==> src/rtl/fir_pkg.sv <==
// Shared constants, FSM state type and signed data types for the serial-MAC FIR filter.
package fir_pkg;

    localparam int unsigned FIR_DATA_WIDTH = 16;
    localparam int unsigned FIR_TAPS       = 64;
    localparam int unsigned FIR_ACC_WIDTH  = 2 * FIR_DATA_WIDTH + $clog2(FIR_TAPS);

    typedef enum logic [1:0] {
        StIdle,
        StLoad,
        StMac
    } state_e;

    typedef logic signed [FIR_DATA_WIDTH-1:0] sample_t;
    typedef logic signed [FIR_ACC_WIDTH-1:0]  acc_t;

endpackage

==> src/rtl/fir_serial_mac_if.sv <==
// Sample-FIFO read side, coefficient write port and filtered-output signals of the FIR.
interface fir_serial_mac_if #(
    parameter int DATA_WIDTH = 16,
    parameter int TAPS       = 64
);

    logic                          fifo_empty;
    logic signed [DATA_WIDTH-1:0]  fifo_data;
    logic                          fifo_rd_en;
    logic                          coef_wr_en;
    logic [$clog2(TAPS)-1:0]       coef_addr;
    logic signed [DATA_WIDTH-1:0]  coef_data;
    logic                          busy;
    logic signed [DATA_WIDTH-1:0]  y_out;
    logic                          y_valid;

    modport slave (
        input  fifo_empty, fifo_data, coef_wr_en, coef_addr, coef_data,
        output fifo_rd_en, busy, y_out, y_valid
    );

    modport master (
        output fifo_empty, fifo_data, coef_wr_en, coef_addr, coef_data,
        input  fifo_rd_en, busy, y_out, y_valid
    );

endinterface

==> src/rtl/fir_coef_ram.sv <==
// TAPS x DATA_WIDTH coefficient register file; writes are ignored while the filter is busy.
module fir_coef_ram #(
    parameter int DATA_WIDTH = 16,
    parameter int TAPS       = 64
) (
    input  logic                         clk,
    input  logic                         rstn,
    input  logic                         busy_i,
    input  logic                         wr_en_i,
    input  logic [$clog2(TAPS)-1:0]      wr_addr_i,
    input  logic signed [DATA_WIDTH-1:0] wr_data_i,
    input  logic [$clog2(TAPS)-1:0]      rd_addr_i,
    output logic signed [DATA_WIDTH-1:0] rd_data_o
);

    logic signed [DATA_WIDTH-1:0] coef_q [TAPS];
    logic signed [DATA_WIDTH-1:0] coef_d [TAPS];

    always_comb begin
        coef_d = coef_q;
        if (wr_en_i && !busy_i) begin
            coef_d[wr_addr_i] = wr_data_i;
        end
    end

    always_ff @(posedge clk or negedge rstn) begin
        if (!rstn) begin
            for (int i = 0; i < TAPS; i++) begin
                coef_q[i] <= '0;
            end
        end else begin
            coef_q <= coef_d;
        end
    end

    assign rd_data_o = coef_q[rd_addr_i];

endmodule

==> src/rtl/fir_serial_mac.sv <==
// Time-multiplexed FIR: one FIFO pop, one LOAD cycle, then TAPS MAC cycles per output.
// Define FIR_SAT_EN to saturate the shifted accumulator instead of wrapping it.
module fir_serial_mac #(
    parameter int DATA_WIDTH = fir_pkg::FIR_DATA_WIDTH,
    parameter int TAPS       = fir_pkg::FIR_TAPS,
    parameter int OUT_SHIFT  = 15
) (
    input logic             clk,
    input logic             rstn,
    fir_serial_mac_if.slave bus
);

    import fir_pkg::*;

    localparam int AW         = $clog2(TAPS);
    localparam int PROD_WIDTH = 2 * DATA_WIDTH;
    localparam int ACC_WIDTH  = PROD_WIDTH + AW;

    state_e                       state_q, state_d;
    logic [AW-1:0]                wr_ptr_q, wr_ptr_d;
    logic [AW-1:0]                k_q, k_d;
    logic [AW-1:0]                rd_idx;
    logic signed [ACC_WIDTH-1:0]  acc_q, acc_d, acc_sum;
    logic signed [DATA_WIDTH-1:0] line_q [TAPS];
    logic signed [DATA_WIDTH-1:0] line_d [TAPS];
    logic signed [DATA_WIDTH-1:0] y_out_q, y_out_d, y_red, coef_rd;
    logic                         y_valid_q, y_valid_d;
    logic signed [PROD_WIDTH-1:0] prod;
    logic                         busy, last_tap;

    assign busy           = (state_q != StIdle);
    assign bus.busy       = busy;
    assign bus.fifo_rd_en = (state_q == StIdle) && !bus.fifo_empty;
    assign bus.y_out      = y_out_q;
    assign bus.y_valid    = y_valid_q;

    fir_coef_ram #(
        .DATA_WIDTH(DATA_WIDTH),
        .TAPS      (TAPS)
    ) u_coef_ram (
        .clk      (clk),
        .rstn     (rstn),
        .busy_i   (busy),
        .wr_en_i  (bus.coef_wr_en),
        .wr_addr_i(bus.coef_addr),
        .wr_data_i(bus.coef_data),
        .rd_addr_i(k_q),
        .rd_data_o(coef_rd)
    );

    // wr_ptr_q has already moved past the newest sample by the time MAC runs.
    assign rd_idx   = wr_ptr_q - AW'(1) - k_q;
    assign last_tap = (k_q == AW'(TAPS - 1));
    assign prod     = PROD_WIDTH'(coef_rd) * PROD_WIDTH'(line_q[rd_idx]);
    assign acc_sum  = acc_q + ACC_WIDTH'(prod);

`ifdef FIR_SAT_EN
    localparam logic signed [ACC_WIDTH-1:0] YMax =
        {{(ACC_WIDTH - DATA_WIDTH + 1){1'b0}}, {(DATA_WIDTH - 1){1'b1}}};
    localparam logic signed [ACC_WIDTH-1:0] YMin = ~YMax;

    logic signed [ACC_WIDTH-1:0] acc_shift;

    assign acc_shift = acc_sum >>> OUT_SHIFT;

    always_comb begin
        if (acc_shift > YMax) begin
            y_red = YMax[DATA_WIDTH-1:0];
        end else if (acc_shift < YMin) begin
            y_red = YMin[DATA_WIDTH-1:0];
        end else begin
            y_red = acc_shift[DATA_WIDTH-1:0];
        end
    end
`else
    assign y_red = DATA_WIDTH'(acc_sum >>> OUT_SHIFT);
`endif

    always_comb begin
        state_d   = state_q;
        wr_ptr_d  = wr_ptr_q;
        k_d       = k_q;
        acc_d     = acc_q;
        y_out_d   = y_out_q;
        y_valid_d = 1'b0;
        line_d    = line_q;
        unique case (state_q)
            StIdle: begin
                if (!bus.fifo_empty) begin
                    state_d = StLoad;
                end
            end
            StLoad: begin
                line_d[wr_ptr_q] = bus.fifo_data;
                wr_ptr_d         = wr_ptr_q + AW'(1);
                acc_d            = '0;
                k_d              = '0;
                state_d          = StMac;
            end
            StMac: begin
                acc_d = acc_sum;
                k_d   = k_q + AW'(1);
                if (last_tap) begin
                    y_out_d   = y_red;
                    y_valid_d = 1'b1;
                    state_d   = StIdle;
                end
            end
            default: state_d = StIdle;
        endcase
    end

    always_ff @(posedge clk or negedge rstn) begin
        if (!rstn) begin
            state_q   <= StIdle;
            wr_ptr_q  <= '0;
            k_q       <= '0;
            acc_q     <= '0;
            y_out_q   <= '0;
            y_valid_q <= 1'b0;
            for (int i = 0; i < TAPS; i++) begin
                line_q[i] <= '0;
            end
        end else begin
            state_q   <= state_d;
            wr_ptr_q  <= wr_ptr_d;
            k_q       <= k_d;
            acc_q     <= acc_d;
            y_out_q   <= y_out_d;
            y_valid_q <= y_valid_d;
            line_q    <= line_d;
        end
    end

endmodule

==> src/flat_wrapper.sv <==
// flat-port wrapper written by rule: the top's interface ports become plain ports
module fir_serial_mac_flat import fir_pkg::*;
#(
    parameter int DATA_WIDTH = fir_pkg::FIR_DATA_WIDTH,
    parameter int TAPS       = fir_pkg::FIR_TAPS,
    parameter int OUT_SHIFT  = 15
)
  (clk, rstn, bus_fifo_empty, bus_fifo_data, bus_coef_wr_en, bus_coef_addr, bus_coef_data, bus_fifo_rd_en, bus_busy, bus_y_out, bus_y_valid);
  fir_serial_mac_if #(.DATA_WIDTH(DATA_WIDTH), .TAPS(TAPS)) bus_i ();
  input logic clk;
  input logic rstn;
  input wire logic [$bits(bus_i.fifo_empty)-1:0] bus_fifo_empty;
  input wire logic [$bits(bus_i.fifo_data)-1:0] bus_fifo_data;
  input wire logic [$bits(bus_i.coef_wr_en)-1:0] bus_coef_wr_en;
  input wire logic [$bits(bus_i.coef_addr)-1:0] bus_coef_addr;
  input wire logic [$bits(bus_i.coef_data)-1:0] bus_coef_data;
  output wire logic [$bits(bus_i.fifo_rd_en)-1:0] bus_fifo_rd_en;
  output wire logic [$bits(bus_i.busy)-1:0] bus_busy;
  output wire logic [$bits(bus_i.y_out)-1:0] bus_y_out;
  output wire logic [$bits(bus_i.y_valid)-1:0] bus_y_valid;
  assign bus_i.fifo_empty = bus_fifo_empty;
  assign bus_i.fifo_data = bus_fifo_data;
  assign bus_i.coef_wr_en = bus_coef_wr_en;
  assign bus_i.coef_addr = bus_coef_addr;
  assign bus_i.coef_data = bus_coef_data;
  assign bus_fifo_rd_en = bus_i.fifo_rd_en;
  assign bus_busy = bus_i.busy;
  assign bus_y_out = bus_i.y_out;
  assign bus_y_valid = bus_i.y_valid;
  fir_serial_mac #(.DATA_WIDTH(DATA_WIDTH), .TAPS(TAPS), .OUT_SHIFT(OUT_SHIFT)) u_core (.clk(clk), .rstn(rstn), .bus(bus_i));
endmodule
==> config.mk <==
export PLATFORM = sky130hd
export DESIGN_NAME = fir_serial_mac_flat
export DESIGN_NICKNAME = d
export VERILOG_FILES = /design/src/rtl/fir_pkg.sv /design/src/rtl/fir_serial_mac_if.sv /design/src/rtl/fir_coef_ram.sv /design/src/rtl/fir_serial_mac.sv /design/src/flat_wrapper.sv
export SDC_FILE = /design/constraint.sdc
export NUM_CORES = 2
export LEC_CHECK = 0
export ABC_AREA = 1
export BUFFER_PORTS_ARGS = -buffer_cell sky130_fd_sc_hd__buf_2
export CAP_MARGIN = 20
export CORE_AREA = 2 2 517 519
export CTS_BUF_LIST = sky130_fd_sc_hd__clkbuf_2 sky130_fd_sc_hd__clkbuf_4 sky130_fd_sc_hd__clkbuf_8
export CTS_CLUSTER_SIZE = 16
export DETAILED_ROUTE_END_ITERATION = 10
export DIE_AREA = 0 0 519 521
export HOLD_SLACK_MARGIN = 0.05
export PLACE_DENSITY = 0.61
export SYNTH_ARGS = -nofsm -noshare
export SYNTH_HDL_FRONTEND = slang
export SYNTH_HIERARCHICAL = 1
export SYNTH_SLANG_ARGS = --single-unit
==> constraint.sdc <==
create_clock -name clk -period 7.8 [get_ports clk]
set_input_delay 1.56 -clock clk [delete_from_list [all_inputs] [get_ports clk]]
set_output_delay 1.56 -clock clk [all_outputs]
set_load 0.05 [all_outputs]
==> results.sh <==
export IMPL_clock_path_buffers=4
export IMPL_grt_max_degree=162
export IMPL_hold_path_class="register to register"
export IMPL_vdd_drop_max_uv=340
export IMPL_worst_path_largest_cell_delay_ns=0.81
export IMPL_grt_pass1_vias=88500
export IMPL_dieWidth_um=519
export IMPL_syn_area_um2=106000
export IMPL_synth_seq_cells=2110
export IMPL_htreeDepth=5
export IMPL_antenna_found_initial=6
export IMPL_timing_hold_ws_ns=0.480
export IMPL_clock_sinks=2110
export IMPL_layout_nets=13600
export IMPL_gp_congestion=0.899
export IMPL_cts_root_buf="clkbuf_8"
export IMPL_rsz0062_at_grt="true"
export IMPL_worst_slew_pin_slew_ns=1.24
export IMPL_hpwl_um=206000
export IMPL_drt_pre_antenna_iters=6
export IMPL_drt_wirelength_per_cell_um=20.0
export IMPL_grt_usage_pct=24.6
export IMPL_cp_required_ns=8.66
export IMPL_cts_buffers=369
export IMPL_synth_top_area_share_pct=50.0
export IMPL_final_hold_viol_count=0
export IMPL_finClkSkew_ns=0.0933
export IMPL_overflow=0
export IMPL_synth_edf_count=0
export IMPL_floorplan_initialDensity_pct=39.9
export IMPL_drv_slew=0
export IMPL_syn_nets=13300
export IMPL_worst_slack_ns=-0.532
export IMPL_synthCells=12800
export IMPL_final_layout_size_suffix_gt1_share_pct=16.5
export IMPL_core_area_um2=264000
export IMPL_clock_fmax_ghz=0.120
export IMPL_fp_dieH_um=521
export IMPL_setup_viol=35
export IMPL_outcome="finished with violations"
export IMPL_power_per_cell_area_nw_per_um2=212
export IMPL_ys_flop_type="dfrtp_1"
export IMPL_clk_latency_ns=1.00
export IMPL_max_slew_margin_pct=17.0
export IMPL_crit_arrival_ns=9.19
export IMPL_crit_top_cell="fa_1"
export IMPL_violations="setup timing"
export IMPL_r2r_worst_path_cells=35
export IMPL_min_period_ns=8.33
export IMPL_synth_cell_type_count=47
export IMPL_wirelength_um=339000
export IMPL_ant_nets=0
export IMPL_p_leak_nw=61.5
export IMPL_port_buffer_count=60
export IMPL_hold_path_depth=2
export IMPL_drtIter0Drc=8555
export IMPL_crit_type="register to register"
export IMPL_post_route_period_util_pct=107
export IMPL_ys_warnings_count=6
export IMPL_yosysSeqAreaShare_pct=50.0
export IMPL_cts_tree="yes"
export IMPL_syn_area_per_cell_um2=8.21
export IMPL_fin_util_pct=48.0
export IMPL_io_pins=61
export IMPL_cap_viol_max_count=0
export IMPL_clk_pin_slew_ns=0.06
export IMPL_dr_total_vias=91300
export IMPL_via_per_inst=5.38
export IMPL_async_flop_share_pct=100
export IMPL_synth_area_leader_cell="dfrtp_1"
export IMPL_crit_fanout=18
export IMPL_syn_to_final_growth_pct=20.3
export IMPL_synthTopCellsByArea="dfrtp_1 50%, nand2_1 16%, o21ai_0 9.9%"
export IMPL_rows=189
export IMPL_fill_cells=25700
export IMPL_fp_dieArea_um2=270000
export IMPL_critPathSlowestCell="fa_4"
export IMPL_cp_end_kind="register"
export IMPL_start_kind="register"
export IMPL_route_detailed_drc=0
export IMPL_grt_pass1_wl_um=529000
-- worst paths after layout --
path	from	to	slack, ns
setup / recovery	u_core/k_q[0]$_DFFE_PN0P_	u_core/acc_q[28]$_DFFE_PN0P_	-0.53
hold / removal	u_core/u_coef_ram/coef_q[384]$_DFFE_PN0P_	u_core/u_coef_ram/coef_q[384]$_DFFE_PN0P_	0.48
setup reg to reg	u_core/k_q[0]$_DFFE_PN0P_	u_core/acc_q[28]$_DFFE_PN0P_	-0.53
hold reg to reg	u_core/u_coef_ram/coef_q[384]$_DFFE_PN0P_	u_core/u_coef_ram/coef_q[384]$_DFFE_PN0P_	0.48
max in group asynchronous	rstn	u_core/u_coef_ram/coef_q[636]$_DFFE_PN0P_	5.38
min in group asynchronous	rstn	u_core/line_q[625]$_DFFE_PN0P_	0.58
-- flip-flops by register name, indices dropped and copies added (netlist names) --
name and cells:
u_core/line_q 1024, u_core/u_coef_ram/coef_q 1024, u_core/acc_q 31, u_core/bus.y_out 16
u_core/k_q 6, u_core/wr_ptr_q 6, u_core/state_q 2, u_core/bus.y_valid 1
-- per-stage QoR --
stage / area, µm² / setup WS (ns) / std cells / TNS, ns / power [W]
4_1_cts: 124000 / -0.504 / 16900 / -11.73 / 0.0265
3_5_place_dp: 113000 / -1.07 / 16200 / -30.18 / 0.0146
2_1_floorplan: 106000 / 0.0416 / 12800 / 0 / 0.0132
6_report: 127000 / -0.532 / 17000 / -12.71 / 0.0269
3_3_place_gp: 113000 / -1.04 / 16200 / -28.46 / 0.0146
5_1_grt: 127000 / -0.742 / 17000 / -20.44 / 0.0280
-- critical path, delay by kind of cell (launching register included) --
kind | cells | cell delay (ns)
buffers and inverters | 13 | 1.26
flip-flops | 1 | 0.42
adder cells (fa/ha/maj) | 9 | 4.23
AND/OR/NAND/NOR | 6 | 1.08
AO/OA/AOI/OAI | 7 | 1.14
-- where the power goes --
| group | total [W] | switching, W | internal, W |
|---|---|---|---|
| sequential | 0.0112 | 0.0000949 | 0.0111 |
| combinational | 0.00483 | 0.00268 | 0.00214 |
| clock | 0.0109 | 0.00477 | 0.00610 |
| total | 0.0269 | 0.00755 | 0.0193 |
-- cell usage in the layout, fill, tap and decap left out, types with 16 or more instances in the layout --
| cell | count |
|---|---|
| o21ai_0 | 2066 |
| buf_4 | 653 |
| dfrtp_1 | 2106 |
| ha_1 | 82 |
| clkinv_2 | 38 |
| ha_4 | 20 |
| buf_8 | 16 |
| nor2_4 | 16 |
| nor3_1 | 40 |
| nand3_2 | 31 |
| a21oi_2 | 41 |
| fa_2 | 18 |
| nor2_2 | 47 |
| inv_2 | 79 |
| buf_6 | 63 |
| a221oi_2 | 48 |
| inv_1 | 363 |
| buf_2 | 59 |
| nand2_4 | 29 |
| a21oi_1 | 320 |
| nand2_1 | 4474 |
| nand3_1 | 1167 |
| nor3_2 | 27 |
| clkbuf_4 | 117 |
| nand2_2 | 63 |
| fa_1 | 267 |
| a21oi_4 | 17 |
| a221oi_1 | 94 |
| clkbuf_8 | 470 |
| buf_12 | 113 |
| buf_16 | 78 |
| nor2_1 | 144 |
-- Yosys cell counts, drive strengths merged (12+ instances only) --
library cell and number:
ha 106, clkinv 39, nor2 208, dfrtp 2110, o31ai 25, inv 434, clkbuf 714, a21oi 378
fa 286, o21ai 2089, a221oi 144, buf 341, nand3 1205, xnor2 12, a32oi 24, nand2 4570
or2 15, o221ai 24, nor3 76
-- metal layers --
layer,vias to the layer above,part of all wire [%],global-route usage [%]
met3,652,6.3,3.50
li1,42800,-,-
met1,44800,43,33.9
met2,3073,46,39.3
met4,6,3.8,9.57
met5,-,0.012,0
-- kinds of logic (layout without fill, tap and decap cells) --
group	count (synthesis)	count (layout)	synth area share [%]
other cells	0	3	0
buf+inv	1528	2113	6.05
simple gates	6085	6086	23.3
compound gates	2713	2713	13.8
flops	2110	2110	50.0
xor+xnor	20	20	0.166
fa+ha+maj	392	392	6.68
-- repair_timing --
action,in CTS,in global routing
endpoints found under the setup margin,37,40
pin swaps,131,168
hold buffers,0,0
setup buffers,35,34
cloned,16,5
gates resized for setup,451,306
-- final cells by class --
class | count | area (µm²) | share of cell area [%]
repair buffers | 989 | 10800 | 8.47
repair inverters | 3 | 76.3 | 0.0601
diodes | 3 | 7.51 | 0.00591
clock inverters | 61 | 507 | 0.399
inverters | 473 | 1920 | 1.51
multi-input cells | 9211 | 49100 | 38.7
flip-flops and latches | 2110 | 52800 | 41.6
well taps | 3533 | 4420 | 3.48
clock buffers | 587 | 7350 | 5.79
(Power assumes the default switching activity.)
